`src/rtl/deaggregator_pkg.sv`:
```
// Shared types and sizing for the wide-to-narrow deaggregator.
package deagg_pkg;
   localparam int DATA_W  = 8;
   localparam int FETCH_W = 6;
   localparam int FW_BITS = $clog2(FETCH_W + 1);

   typedef logic [FW_BITS-1:0] fw_t;
   typedef logic [DATA_W-1:0]  lane_t;

   typedef enum logic {EMPTY, DRAIN} deagg_state_e;
endpackage

```
`src/rtl/deaggregator_if.sv`:
```
// Sender (wide FWFT FIFO) and receiver (narrow FIFO) handshake bundle.
// DEAGGREGATOR_LAST_EN adds receiver_last.
interface deaggregator_if #(
   parameter int DATA_WIDTH  = deagg_pkg::DATA_W,
   parameter int FETCH_WIDTH = deagg_pkg::FETCH_W
);
   logic [FETCH_WIDTH*DATA_WIDTH-1:0] sender_data;
   logic                              sender_empty_n;
   logic                              sender_deq;
   logic [DATA_WIDTH-1:0]             receiver_data;
   logic                              receiver_full_n;
   logic                              receiver_enq;
`ifdef DEAGGREGATOR_LAST_EN
   logic                              receiver_last;
`endif

   // master: the deaggregator side
   modport master (
      input  sender_data, sender_empty_n, receiver_full_n,
`ifdef DEAGGREGATOR_LAST_EN
      output receiver_last,
`endif
      output sender_deq, receiver_data, receiver_enq
   );

   modport slave (
      output sender_data, sender_empty_n, receiver_full_n,
`ifdef DEAGGREGATOR_LAST_EN
      input  receiver_last,
`endif
      input  sender_deq, receiver_data, receiver_enq
   );
endinterface

```
`src/rtl/deaggregator_fw_ctrl.sv`:
```
// Runtime fetch-width register; illegal widths (0 or above FETCH_WIDTH) are dropped.
module deagg_fw_ctrl #(
   parameter int FETCH_WIDTH = deagg_pkg::FETCH_W,
   localparam int FWB        = $clog2(FETCH_WIDTH + 1)
) (
   input  logic           clk,
   input  logic           rst,
   input  logic           change_fetch_width,
   input  logic [FWB-1:0] input_fetch_width,
   output logic [FWB-1:0] cur_fw
);
   logic legal;

   assign legal = (input_fetch_width != '0) && (input_fetch_width <= FWB'(FETCH_WIDTH));

   always_ff @(posedge clk) begin
      if (rst)                              cur_fw <= FWB'(FETCH_WIDTH);
      else if (change_fetch_width && legal) cur_fw <= input_fetch_width;
   end
endmodule

```
`src/rtl/deaggregator.sv`:
```
// Pops one wide word from an FWFT FIFO and streams its low cur_fw lanes, lane 0 first.
// DEAGGREGATOR_LAST_EN adds receiver_last on the final lane of each word.
module deaggregator
   import deagg_pkg::*;
#(
   parameter int DATA_WIDTH  = DATA_W,
   parameter int FETCH_WIDTH = FETCH_W,
   localparam int FWB        = $clog2(FETCH_WIDTH + 1),
   localparam int IW         = (FETCH_WIDTH > 1) ? $clog2(FETCH_WIDTH) : 1
) (
   input  logic                  clk,
   input  logic                  rst,
   input  logic                  change_fetch_width,
   input  logic [FWB-1:0]        input_fetch_width,
   deaggregator_if.master        bus
);
   logic [FETCH_WIDTH-1:0][DATA_WIDTH-1:0] word_q, word_d;
   logic [IW-1:0]   idx_q, idx_d;
   logic [FWB-1:0]  rem_q, rem_d;
   logic [FWB-1:0]  word_fw_q, word_fw_d;
   logic [FWB-1:0]  cur_fw;
   deagg_state_e    state_q, state_d;
   logic            rst_q;
   logic            enq, deq;

   deagg_fw_ctrl #(.FETCH_WIDTH(FETCH_WIDTH)) u_fw_ctrl (
      .clk                (clk),
      .rst                (rst),
      .change_fetch_width (change_fetch_width),
      .input_fetch_width  (input_fetch_width),
      .cur_fw             (cur_fw)
   );

   // rst_q keeps the sender untouched for one cycle after reset releases
   assign enq = !rst && (state_q == DRAIN) && bus.receiver_full_n;
   assign deq = !rst && !rst_q && bus.sender_empty_n &&
                ((state_q == EMPTY) || ((rem_q == FWB'(1)) && enq));

   assign bus.receiver_enq  = enq;
   assign bus.sender_deq    = deq;
   assign bus.receiver_data = word_q[idx_q];
`ifdef DEAGGREGATOR_LAST_EN
   assign bus.receiver_last = enq && (rem_q == FWB'(1));
`endif

   always_comb begin
      word_d    = word_q;
      idx_d     = idx_q;
      rem_d     = rem_q;
      word_fw_d = word_fw_q;
      state_d   = state_q;
      if (deq) begin
         // the popped word takes the width in force before any same-cycle change
         word_d    = bus.sender_data;
         idx_d     = '0;
         rem_d     = cur_fw;
         word_fw_d = cur_fw;
         state_d   = DRAIN;
      end else if (enq) begin
         idx_d   = idx_q + IW'(1);
         rem_d   = rem_q - FWB'(1);
         state_d = (rem_q == FWB'(1)) ? EMPTY : DRAIN;
      end
   end

   always_ff @(posedge clk) begin
      rst_q <= rst;
      if (rst) begin
         word_q    <= '0;
         idx_q     <= '0;
         rem_q     <= '0;
         word_fw_q <= FWB'(FETCH_WIDTH);
         state_q   <= EMPTY;
      end else begin
         word_q    <= word_d;
         idx_q     <= idx_d;
         rem_q     <= rem_d;
         word_fw_q <= word_fw_d;
         state_q   <= state_d;
      end
   end

   idx_in_word: assert property (@(posedge clk) disable iff (rst)
      (state_q == DRAIN) |-> (FWB'(idx_q) < word_fw_q));
endmodule

```
`src/flat_wrapper.sv`:
```
// flat-port wrapper written by rule: the top's interface ports become plain ports
module deaggregator_flat import deagg_pkg::*;
#(
   parameter int DATA_WIDTH  = DATA_W,
   parameter int FETCH_WIDTH = FETCH_W,
   localparam int FWB        = $clog2(FETCH_WIDTH + 1),
   localparam int IW         = (FETCH_WIDTH > 1) ? $clog2(FETCH_WIDTH) : 1
)
  (clk, rst, change_fetch_width, input_fetch_width, bus_sender_data, bus_sender_empty_n, bus_receiver_full_n, bus_sender_deq, bus_receiver_data, bus_receiver_enq);
  deaggregator_if #(.DATA_WIDTH(DATA_WIDTH), .FETCH_WIDTH(FETCH_WIDTH)) bus_i ();
  input  logic clk;
  input  logic rst;
  input  logic change_fetch_width;
  input  logic [FWB-1:0] input_fetch_width;
  input wire logic [$bits(bus_i.sender_data)-1:0] bus_sender_data;
  input wire logic [$bits(bus_i.sender_empty_n)-1:0] bus_sender_empty_n;
  input wire logic [$bits(bus_i.receiver_full_n)-1:0] bus_receiver_full_n;
  output wire logic [$bits(bus_i.sender_deq)-1:0] bus_sender_deq;
  output wire logic [$bits(bus_i.receiver_data)-1:0] bus_receiver_data;
  output wire logic [$bits(bus_i.receiver_enq)-1:0] bus_receiver_enq;
  assign bus_i.sender_data = bus_sender_data;
  assign bus_i.sender_empty_n = bus_sender_empty_n;
  assign bus_i.receiver_full_n = bus_receiver_full_n;
  assign bus_sender_deq = bus_i.sender_deq;
  assign bus_receiver_data = bus_i.receiver_data;
  assign bus_receiver_enq = bus_i.receiver_enq;
  deaggregator #(.DATA_WIDTH(DATA_WIDTH), .FETCH_WIDTH(FETCH_WIDTH)) u_core (.clk(clk), .rst(rst), .change_fetch_width(change_fetch_width), .input_fetch_width(input_fetch_width), .bus(bus_i));
endmodule
```
`config.mk`:
```
export PLATFORM = sky130hd
export DESIGN_NAME = deaggregator_flat
export DESIGN_NICKNAME = d
export VERILOG_FILES = /design/src/rtl/deaggregator_pkg.sv /design/src/rtl/deaggregator_if.sv /design/src/rtl/deaggregator_fw_ctrl.sv /design/src/rtl/deaggregator.sv /design/src/flat_wrapper.sv
export SDC_FILE = /design/constraint.sdc
export NUM_CORES = 1
export LEC_CHECK = 0
export CORE_UTILIZATION = 50
export CTS_CLUSTER_SIZE = 12
export DETAILED_ROUTE_END_ITERATION = 8
export PLACE_DENSITY = 0.76
export SLEW_MARGIN = 20
export SYNTH_ARGS = -nofsm -noshare
export SYNTH_HDL_FRONTEND = slang
export SYNTH_HIERARCHICAL = 1
export SYNTH_SLANG_ARGS = --single-unit
```
`constraint.sdc`:
```
create_clock -name clk -period 1.7 [get_ports clk]
set_input_delay 0.34 -clock clk [delete_from_list [all_inputs] [get_ports clk]]
set_output_delay 0.34 -clock clk [all_outputs]
set_load 0.1 [all_outputs]
```
# Word level (Yosys, flattened, before mapping)
# Cells that the tools add are included.
op_classes:
  n_lt_le_gt_ge: 2
  reduce_logical: 14
  n_bitwise: 1
  n_addsub: 2
  mux: 7
  eq_ne: 1
ops:
  columns: ["operator", "n"]
  rows:
  - ["binary-select mux 8 bit (select 3 bit)", 1]
  - ["logical AND 1 bit", 8]
  - ["2-to-1 mux 8 bit", 1]
  - ["2-to-1 mux 3 bit", 2]
  - ["less-than comparator 3 x 4 -> 1 bit, second input constant", 1]
  - ["adder 3 x 1 -> 3 bit, second input constant", 1]
  - ["equality test 3 x 1 -> 1 bit, second input constant", 1]
  - ["less-or-equal comparator 3 bit, second input constant", 1]
  - ["2-to-1 mux 1 bit", 3]
  - ["nonzero test 3 bit", 1]
  - ["subtractor 3 x 1 -> 3 bit, second input constant", 1]
  - ["logical NOT 1 bit", 2]
  - ["nonzero test 2 bit", 1]
  - ["OR reduction 2 bit", 1]
  - ["logical OR 1 bit", 1]
  - ["inverter 1 bit", 1]
word_totals:
  register_bits: 59
  word_cells: 38
  inputBits: 56

# Depth between registers and ports, before layout
depth:
  depth_word: 7
  depth_mapped: 7

# Cells and area by module
# The synthesis kept the hierarchy.
by_module_without_submodules:
  columns: ["module", "cells_per_inst", "area_each_um2", "instances"]
  rows:
  - ["deaggregator", 289, 2999.1, 1]
  - ["deagg_fw_ctrl", 21, 167.7, 1]

# Worst setup path before layout
# OpenSTA, ideal clock, no wires.
synth_timing:
  kind: "reg2out"
  startpoint: "reg u_core.idx_q[0]"
  endpoint: "out bus_receiver_data[4]"
  required_time_ps: 1360
  arrival_ps: 2405
  stages_incl_launch_ff: 6
  slack_ps: -1045
  path_buffers: 2
  path_cell_list: "dfxtp_1 -> buf_4 -> buf_6 -> mux4_2 -> inv_1 -> o22ai_1"
synth_via:
  elab_chain_cells: 2
synth_lines:
  columns: ["element", "line", "text"]
  rows:
  - ["start: declaration", "deaggregator.sv:18", "logic [IW-1:0] idx_q, idx_d;"]
  - ["start signal: assignment", "deaggregator.sv:76", "idx_q <= idx_d;"]
  - ["binary-select mux 8 bit (select 3 bit)", "deaggregator.sv:41", "assign bus.receiver_data = word_q[idx_q];"]
  - ["2-to-1 mux 8 bit (not written as such)", "deaggregator.sv:41", null]
  - ["end: declaration", "flat_wrapper.sv:19", "output wire logic [$bits(bus_i.receiver_data)-1:0] bus_receiver_data;"]
# Every way passes these cells. The select of a mux whose other input is x is not followed.

# Final worst setup path
layout_timing:
  startpoint: "reg u_core.idx_q[0]"
  endpoint: "out bus_receiver_data[6]"
# Same word-level chain as after synthesis.

==> metrics.yaml <==
run_status:
  outcome: "finished, violations left"
  violations: "negative setup slack"
timing:
  hold_violations: 0
  max_freq_mhz: 491.7
  rsz0062_at_grt: "yes"
  slew_headroom: 0.7390
  fin_tns_setup_ns: -2.590
  maxSlewViolCount: 0
  fin_crit_sh: 1.196
  setup_slack_ns: -0.3336
  finalSetupViolCount: 9
  timing.final.crit_period_ns: 2.034
  fin_hold_ws_ns: 0.4146
  max_slew.worst_pin.slew_ns: 0.3915
  fin_skew_ns: 0.008815
pwr:
  p_leak_nw: 1.574
  powerDensity_nw_per_um2: 783.1
  ir_worst_vdd_v: 0.0005232
  power_mw: 3.428
clocking:
  cts_hold_buf: 0
  root_buffer: "clkbuf_8"
  cts_tree: "yes"
  clkSinkCount: 59
  worstSkewPairLatency_ns: 0.33
  numCtsBuffers: 9
  path_clk_slew_ns: 0.07
  cts_buffer_depth: 2
  htree_levels: 3
synthesis:
  syn-num-nets: 369
  ys_types: 31
  ys_ff_latch: 59
  synthArstFlopShare: 0
  yosysSeqAreaShare: 0.3730
  avgSynthCellArea_um2: 10.22
  synthesis.area_um2: 3167
  syn-instance-count: 310
  synth_edf_count: 0
  synth-main-ff-cell: "dfxtp_1"
  ys_warn_count: 6
detailed_routing:
  wl_um: 6453
  dr.pass1.iters: 4
  drt-initial-drc-count: 58
  wl_per_cell_um: 13.97
  route.detailed.drc: 0
  viasPerCell: 5.069
  ant_nets: 0
  via_count: 2342
global_route:
  grt_pass1_vias: 2301
  gr-usage-all-layers: 0.2192
  antenna_found_initial: 0
  grt_max_degree: 53
  overflow: 0
  grt_pass1_wl_um: 10810
setup_path:
  crit_required_ns: 1.36
  worst-r2r-cell-count: 7
  critical_path_class: "flop to primary output"
  crit_chain: "buf_12, mux4_2, inv_2, o22ai_4, buf_12"
  reg2reg_from: "u_core/rem_q[1]"
  start_kind: "flop"
  cpMaxStageDelayCell: "mux4_2"
  crit_fanout: 6
  cp_common_cell: "buf_12"
  rrSetupSlack_ns: 0.08
  cp_slowest_stage_delay_ns: 0.53
  crit_arrival_ns: 1.69
  r2r_end: "u_core/word_q[15]"
  endpoint_kind: "primary output"
die:
  rows: 28
  start_util: 0.5255
  ios: 66
  core_um2: 6026
  die_width_um: 81.59
  die_h_um: 81.59
  die_area_um2: 6656
worst_hold_path:
  hold_path_end: "u_core/rst_q"
  min_path_cells: 2
  hp-class: "input pin to flop"
  holdCritStartpoint: "rst"
run:
  drv_cap: 0
cells_and_area:
  n_antenna_cell: 0
  syn_to_final_growth_pct: 38.25
  post-route-util: 0.7265
  layout.nets: 442
  layout_commonest_cell: "nand2b_1"
  fill_cells: 466
  drive_gt1_frac: 0.2093
  final_cell_mix: "100 x nand2b_1, 57 x mux2i_1, 55 x dfxtp_1"
  stdcell_area_um2: 4378
  seq_area_um2: 1189
  multiInputGateArea_um2: 1884
placement:
  postPlaceCellArea_um2: 4140
  io_buffers: 65
  gp_congestion: 0.7652
  hpwlAfterDp_um: 4497
what timing repair did:
item / 4_1_cts / 5_1_grt
buffers inserted: 3 / 0
resized for setup: 11 / 2
endpoints found under the setup margin: 10 / 10
pin swaps: 2 / 0
worst max-delay path: cells and delay by family (launching register included):
kind | cells | cell delay (ns)
AO/OA/AOI/OAI | 1 | 0.07
multiplexers | 1 | 0.53
buffers and inverters | 3 | 0.39
flip-flops | 1 | 0.37
flip-flops by register name (all words and copies together), names as in the netlist:
register and count:
u_core/idx_q 3, u_core/rem_q 3, u_core/rst_q 1, u_core/state_q 1, u_core/u_fw_ctrl/cur_fw 3, u_core/word_q 48
worst max-delay path by stage:
stage,to,cells after the start,start,slack (ns)
global placement,bus_sender_deq,5,bus_receiver_full_n,-0.19
finish,bus_receiver_data[6],5,u_core/idx_q[0],-0.33
global route,bus_receiver_data[5],5,u_core/idx_q[0],-0.39
CTS,bus_receiver_data[6],5,u_core/idx_q[0],-0.36
detailed placement,bus_sender_deq,5,bus_receiver_full_n,-0.24
floorplan,bus_receiver_data[4],5,u_core/idx_q[0],-0.17
power by group:
| part | internal, mW | switching, mW | total, mW |
|---|---|---|---|
| Clock | 0.748 | 0.523 | 1.27 |
| Sequential | 1.46 | 0.0462 | 1.51 |
| Combinational | 0.356 | 0.297 | 0.652 |
| Total | 2.56 | 0.865 | 3.43 |
cell usage after synthesis (all sizes together), types with 3 or more instances:
cell,instances,area (um2)
nand2b,100,625.6
dfxtp,59,1181
mux2i,58,580.6
clkbuf,13,48.80
inv,12,45.04
buf,11,148.9
mux4,8,180.2
o22ai,8,50.05
a21oi,5,28.78
a21o,4,30.03
nor2b,4,27.53
ha,3,37.54
nand2,3,11.26
nor2,3,11.26
nor3,3,15.01
o21ai,3,15.01
xor2,3,26.28
cell families after synthesis:
family,synth area share
xor gates and xnor gates,0.01106
DFF,0.3730
muxes,0.2402
buffers and inverters,0.07665
adders and majority gates,0.01185
AOI/OAI and AO/OA,0.05255
and+or+nand+nor,0.2347
metrics by stage:
step | setup WS, ns | std cells
final | -0.3336 | 462
after global routing | -0.3859 | 462
after CTS | -0.3601 | 462
after detailed placement | -0.2427 | 444
after global placement | -0.1861 | 444
after floorplan | -0.1695 | 310
cell type report:
cell class | instances | share of cell area
multi-input cells | 215 | 0.4304
repair buffers | 86 | 0.2212
clock inverters | 2 | 0.008002
inverters | 12 | 0.01115
flip-flops and latches | 59 | 0.2715
well taps | 75 | 0.02143
clock buffers | 13 | 0.03630
per-layer routing:
layer / global-route usage / wire [um]
met5: 0 / 0
met2: 0.3650 / 3077
met3: 0.04111 / 232
met1: 0.2765 / 3020
met4: 0.09474 / 122
Power figures use the tool's default switching activity.
